File: config.mk
export PLATFORM = sky130hd
export DESIGN_NAME = multibank_serial_fir
export DESIGN_NICKNAME = d
export VERILOG_FILES = /design/src/rtl/multibank_serial_fir.sv
export SDC_FILE = /design/constraint.sdc
export NUM_CORES = 2
export LEC_CHECK = 0
export CORE_MARGIN = 2
export CORE_UTILIZATION = 46
export DETAILED_ROUTE_END_ITERATION = 8
export GPL_TIMING_DRIVEN = 0
export PLACE_DENSITY = 0.69
export SLEW_MARGIN = 10
export SYNTH_ARGS = -nofsm -noshare
export SYNTH_HDL_FRONTEND = slang
export SYNTH_SLANG_ARGS = --single-unit
File: constraint.sdc
create_clock -name clk -period 14.05 [get_ports clk]
set_clock_uncertainty 0.1 [all_clocks]
set_input_delay 1.405 -clock clk [delete_from_list [all_inputs] [get_ports clk]]
set_output_delay 1.405 -clock clk [all_outputs]
set_load 0.02 [all_outputs]
File: src/rtl/multibank_serial_fir.sv
// multibank_serial_fir: BANKS-bank TAPS-tap FIR sharing one serial MAC, with
// sink backpressure, overrun flagging and optional offset-binary input.
module multibank_serial_fir #(
   parameter int DATA_W       = 12,
   parameter int COEF_W       = 16,
   parameter int TAPS         = 16,
   parameter int BANKS        = 4,
   parameter int BANK_W       = 2,
   parameter int ACC_W        = 32,
   parameter int INPUT_SIGNED = 0
) (
   input  logic                      clk,
   input  logic                      reset_n,
   input  logic [BANK_W-1:0]         bank_select,
   input  logic [DATA_W-1:0]         ast_sink_data,
   input  logic                      ast_sink_valid,
   input  logic [1:0]                ast_sink_error,
   output logic                      ast_sink_ready,
   input  logic                      coef_wr_en,
   input  logic [BANK_W-1:0]         coef_wr_bank,
   input  logic [$clog2(TAPS)-1:0]   coef_wr_addr,
   input  logic [COEF_W-1:0]         coef_wr_data,
   output logic [ACC_W-1:0]          ast_source_data,
   output logic                      ast_source_valid,
   output logic [1:0]                ast_source_error,
   output logic                      busy
);
   localparam int AW = $clog2(TAPS);
   localparam int PW = DATA_W + COEF_W;

   typedef enum logic [1:0] {IDLE, MAC, OUT} state_t;

   state_t                   state_q;
   logic signed [DATA_W-1:0] x_q [TAPS];
   logic signed [COEF_W-1:0] coef_q [BANKS][TAPS];
   logic [ACC_W-1:0]         acc_q, acc_d, data_q;
   logic [AW-1:0]            idx_q;
   logic [BANK_W-1:0]        bank_q;
   logic [1:0]               err_q, error_q;
   logic                     ovr_q, valid_q, drop;
   logic signed [DATA_W-1:0] conv;
   logic signed [PW-1:0]     prod;

   assign ast_sink_ready   = state_q == IDLE;
   assign busy             = state_q != IDLE;
   assign drop             = ast_sink_valid && state_q != IDLE;
   assign conv             = INPUT_SIGNED != 0 ? ast_sink_data
                           : {~ast_sink_data[DATA_W-1], ast_sink_data[DATA_W-2:0]};
   assign prod             = PW'(x_q[idx_q]) * PW'(coef_q[bank_q][idx_q]);
   assign acc_d            = acc_q + ACC_W'(prod);
   assign ast_source_data  = data_q;
   assign ast_source_valid = valid_q;
   assign ast_source_error = error_q;

   always_ff @(posedge clk or negedge reset_n) begin
      if (!reset_n) begin
         state_q <= IDLE;
         for (int k = 0; k < TAPS; k++) x_q[k] <= '0;
         for (int b = 0; b < BANKS; b++)
            for (int k = 0; k < TAPS; k++) coef_q[b][k] <= '0;
         acc_q   <= '0;
         idx_q   <= '0;
         bank_q  <= '0;
         err_q   <= '0;
         ovr_q   <= 1'b0;
         data_q  <= '0;
         valid_q <= 1'b0;
         error_q <= '0;
      end else begin
         // Writes land at the edge, so a tap read in the same cycle still sees the old value.
         if (coef_wr_en && 32'(coef_wr_bank) < BANKS && 32'(coef_wr_addr) < TAPS)
            coef_q[coef_wr_bank][coef_wr_addr] <= coef_wr_data;
         valid_q <= 1'b0;
         if (drop) ovr_q <= 1'b1;
         case (state_q)
            IDLE: if (ast_sink_valid) begin
               x_q[0] <= conv;
               for (int k = 1; k < TAPS; k++) x_q[k] <= x_q[k-1];
               bank_q  <= bank_select;
               err_q   <= ast_sink_error;
               acc_q   <= '0;
               idx_q   <= '0;
               state_q <= MAC;
            end
            MAC: begin
               acc_q <= acc_d;
               idx_q <= idx_q + AW'(1);
               // Result is registered on the last tap so the strobe lands in OUT; a drop
               // in OUT itself sets ovr afterwards and rides on the following result.
               if (idx_q == AW'(TAPS - 1)) begin
                  data_q  <= acc_d;
                  valid_q <= 1'b1;
                  error_q <= err_q | {ovr_q | drop, 1'b0};
                  ovr_q   <= 1'b0;
                  state_q <= OUT;
               end
            end
            default: state_q <= IDLE;
         endcase
      end
   end
endmodule

Yosys cells after proc, flatten, opt, wreduce, memory -nomap -nowiden:

Index checks and enable logic that the tools add are counted.

* register bits after elaboration: 1294
* output and inout port bits: 37

* reduce and logical (&&, ||, !) cells: 10
* multiply operators: 1
* add/subtract/negate cells: 2
* bitwise gates (word level): 7
* eq/ne operators: 4
* magnitude comparators: 6
* muxes and demuxes: 26

Operators by type and width (number)
* $bwmux W1024: 1
* $mux W256: 3
* $bmux W256 S2: 1
* $demux W256 S2: 1
* $bmux W16 S4: 1
* $demux W16 S4: 1
* $pmux W32 S2: 1
* $bmux W12 S4: 1
* $mux W16: 3
* $add A32 B32 Y32: 1
* $mux W32: 1
* $mul A12 B16 Y28: 1
* $mux W12: 2
* $ge A5 B5 Y1 const B: 2
* $not A4 Y5: 2
* $pmux W4 S2: 1
* $reduce_and A2 Y1: 4
* $ge A3 B3 Y1 const B: 2
* $not A2 Y3: 2
* $lt A5 B1 Y1 const B: 1
* $mux W1: 5
* $add A4 B1 Y4 const B: 1
* $eq A4 B4 Y1 const B: 1
* $mux W2: 2
* 11 further kinds: 15

Longest topological paths before layout:

* depth in word-level cells: 10
* mapped depth: 40
* mapped depth without buffers: 37

Least setup slack after synthesis:

Ideal clock, no wire load.

* kind: flip-flop to flip-flop
* start point: reg bank_q[1]
* end point: reg data_q[30] (netlist: ast_source_data[30])
* library setup time: 0.135 ns
* cell stages (with the launch flop): 37
* arrival time: 8.651 ns
* setup slack: 5.165 ns
* data required time: 13.815 ns
* cell sequence: dfrtp_1 > clkbuf_1 > clkbuf_1 > buf_1 > mux4_2 > mux4_2 > mux4_2 > buf_2 > and2_1 > fa_1 > fa_1 > inv_1 > fa_1 > inv_1 > fa_1 > inv_1 > fa_1 > inv_1 > ha_1 > o21a_1 > o21a_1 > o31ai_1 > o21ai_0 > a21oi_1 > o21bai_1 > a21oi_1 > xnor2_1 > ha_1 > a21o_1 > a21o_1 > a21oi_1 > o21ai_0 > a32oi_1 > a31oi_1 > a221oi_1 > xor2_1 > o21ai_0

* cells in the longest elaborated chain, start to end: 9

Ends and longest elaborated chain
* from (decl): line 38 `logic [BANK_W-1:0] bank_q;`
* from (signal assigned): line 79 `bank_q <= bank_select;`
* $not A2 Y3 (implied by the code): line 49 `assign prod = PW'(x_q[idx_q]) * PW'(coef_q[bank_q][idx_q]);`
* $bmux W256 S2: line 49
* $mux W256 (implied by the code) (2 in a row): line 49
* $bmux W16 S4: line 49
* $mux W16 (implied by the code) (2 in a row): line 49
* $mul A12 B16 Y28: line 49
* $add A32 B32 Y32: line 50 `assign acc_d = acc_q + ACC_W'(prod);`
* to (signal assigned): line 66 `data_q <= '0;`
* to (signal assigned): line 91 `data_q <= acc_d;`
* to (decl): line 36 `logic [ACC_W-1:0] acc_q, acc_d, data_q;`

No other way between the ends. The select of a mux whose other input is x is not followed.
A chain may end at the register's enable or synchronous reset.

Worst setup path in the final report:

* start point: reg bank_q[1]
* end point: reg data_q[31] (netlist: ast_source_data[31])

Same word-level chain as after synthesis.

==> impl_metrics.py <==
metrics = {
    "status": {
        "status": "complete, no violations",
    },
    "yosys": {
        "ys_seq_area_share_pct": 49.0,
        "synthFlopType": "dfrtp_1",
        "synth_top_area_share_pct": 49.0,
        "synth_nets": 5248,
        "syn_area_per_cell_um2": 13.4,
        "synth_top_cell_by_area": "dfrtp_1",
        "synth-edff-count": 0,
        "synthArstFlopShare_pct": 100,
        "synthCells": 4935,
        "synth_cell_types": 58,
        "ys_top_cells_by_area": "dfrtp_1, mux2_2, mux4_2",
        "ys_ff_latch": 1294,
        "syn-cell-area_mm2": 0.0661,
        "yosysWarnings": 0,
    },
    "clock_tree": {
        "root_buffer": "clkbuf_16",
        "cts_hold_buf": 0,
        "clkTransAtPathRegs_ns": 0.06,
        "clockBufferDepth": 3,
        "cts_tree": "built",
        "cts_setup_buffers": 0,
        "h-tree-depth": 4,
        "clock-sinks": 1294,
        "cts_resized": 0,
        "clkLatencyLatePin_ns": 0.80,
        "numCtsBuffers": 138,
    },
    "global_routing": {
        "grt_remaining_overflow": 0,
        "grt.met1_usage_pct": 35.4,
        "antenna_found_initial": 8,
        "use_met2_pct": 40.6,
        "grt_pass1_wl_um": 280000,
        "grt.total_usage_pct": 25.6,
        "use_met3_pct": 5.06,
        "grt_pass1_vias": 43900,
        "grt_max_degree": 170,
        "grt_busiest_layer": "met2",
    },
    "final_layout": {
        "antenna_cells": 0,
        "layout_commonest_cell": "dfrtp_1",
        "ff_latch_area_mm2": 0.0324,
        "postLayoutCoreUtil_pct": 51.8,
        "fin_nets": 5457,
        "nFillCells": 11900,
        "multiInputGateArea_mm2": 0.0313,
        "stdcell_area_mm2": 0.0742,
        "finalNonFillerCells": 7155,
        "drive_gt1_share_pct": 32.9,
        "area_growth_pct": 12.2,
        "most-common-layout-cells": "dfrtp_1, mux2_2, nand2_1",
    },
    "worst_setup_path": {
        "r2r_start": "bank_q[1]",
        "ff2ff_path_depth": 34,
        "rr_endpoint": "ast_source_data[31]",
        "cp.arrival_ns": 12.30,
        "crit_path_max_fanout": 10,
        "crit_slowest_cell": "clkbuf_1",
        "ff2ff_setup_slack_ns": 2.30,
        "crit_path_end_kind": "register",
        "worstSetupPathType": "register to register",
        "start_kind": "register",
        "critPathMostFrequentCell": "fa_1",
        "critPathMaxStageDelay_ns": 0.95,
        "required_ns": 14.60,
    },
    "routing": {
        "vias": 41900,
        "wl_per_cell_um": 25.6,
        "drt_first_pass_iters": 6,
        "vias_per_cell": 5.85,
        "drtIter0Drc": 3590,
        "wl_um": 183000,
        "antenna_left": 0,
        "drc": 0,
    },
    "sta": {
        "setup_viol": 0,
        "fin_crit_ns": 11.75,
        "finalSetupTns_ns": 0,
        "worst_pin_slew_ns": 1.39,
        "final-hold-violation-count": 0,
        "finalCritPeriodShare_pct": 83.6,
        "report.final.slew_viol_count": 0,
        "fmax_ghz": 0.0851,
        "rsz0062_at_grt": "false",
        "slew_headroom_pct": 7.56,
    },
    "worst_hold_path": {
        "min_from": "ast_source_data[17]",
        "holdPathStages": 2,
        "hp-class": "register to register",
        "min_to": "ast_source_data[17]",
    },
    "placed_design": {
        "dpl.hpwl_um": 132000,
        "io_buffers": 60,
        "place.gp.congestion": 0.902,
        "postPlaceCellArea_mm2": 0.0693,
        "placed_cells": 6906,
    },
    "die": {
        "die-width_um": 383,
        "core_mm2": 0.143,
        "rows": 139,
        "die_h_um": 383,
        "io_pins": 79,
        "start_util_pct": 46.2,
        "die_area_mm2": 0.147,
    },
    "flow_run": {
        "cap_violations": 0,
    },
}
==> worst max-delay path by stage <==
stage | start | end | slack (ns) | cells past startpoint
2_1_floorplan | bank_q[1] | ast_source_data[30] | 5.16 | 36
3_3_place_gp | reset_n | x_q[183] | -46.73 | 1
3_5_place_dp | bank_q[1] | ast_source_data[31] | 2.32 | 34
4_1_cts | bank_q[1] | ast_source_data[31] | 2.30 | 34
5_1_grt | bank_q[1] | ast_source_data[31] | 1.83 | 33
6_report | bank_q[1] | ast_source_data[31] | 2.30 | 34
==> registers in the layout (all words and copies together) (netlist names) <==
signal            flops
acc_q                32
ast_source_data      32
ast_source_error      2
ast_source_valid      1
bank_q                2
coef_q             1024
err_q                 2
idx_q                 4
ovr_q                 1
state_q               2
x_q                 192
==> layer usage <==
metal	wire length (µm)	vias to the layer above
li1	-	17700
met1	78400	22500
met2	86800	1414
met3	12100	295
met4	5950	2
met5	13	-
==> cells by family (layout without fill, tap and decap cells) <==
group	count (synthesis)	count (layout)	share of synthesized area, %
buf+inv	604	921	3.62
xor+xnor	56	56	0.763
simple gates	1067	1067	6.57
flops	1294	1294	49.0
fa+ha+maj	271	271	7.16
mux	1424	1424	30.9
compound gates	219	219	1.98
==> critical path, delay by kind of cell (launching register included) <==
| kind | cells | cell delay, ns |
|---|---|---|
| AO/OA/AOI/OAI | 12 | 2.48 |
| XOR/XNOR | 3 | 0.95 |
| adder cells (fa/ha/maj) | 7 | 3.10 |
| buffers and inverters | 7 | 2.61 |
| flip-flops | 1 | 0.32 |
| multiplexers | 3 | 1.66 |
| AND/OR/NAND/NOR | 2 | 0.35 |
==> cell type report <==
cell class / count / area share (%)
buffer: 369 / 2.06
clock buffer: 200 / 5.50
clock inverter: 48 / 1.00
inverter: 235 / 1.19
multi-input combinational: 3037 / 42.2
sequential: 1294 / 43.7
tap: 1903 / 3.21
timing repair buffer: 69 / 1.15
==> synthesized netlist by cell type, drive strengths merged, types with 41 or more instances <==
master,instances
mux2,1028
nand3,41
inv,235
a21oi,46
mux4,392
buf,80
clkbuf,289
fa,179
ha,92
dfrtp,1294
o21ai,97
nor2,68
nand2,841
==> metrics by stage <==
stage          worst slack [ns]  hold WS, ns
5_1_grt                    1.83        0.405
6_report                   2.30        0.378
3_5_place_dp               2.32        0.364
4_1_cts                    2.30        0.378
3_3_place_gp             -46.73        0.356
2_1_floorplan              5.16        0.339
Power is left out: the tool's default activity adds up to more than one toggle a clock period on the data nets, which glitch-free logic cannot reach.
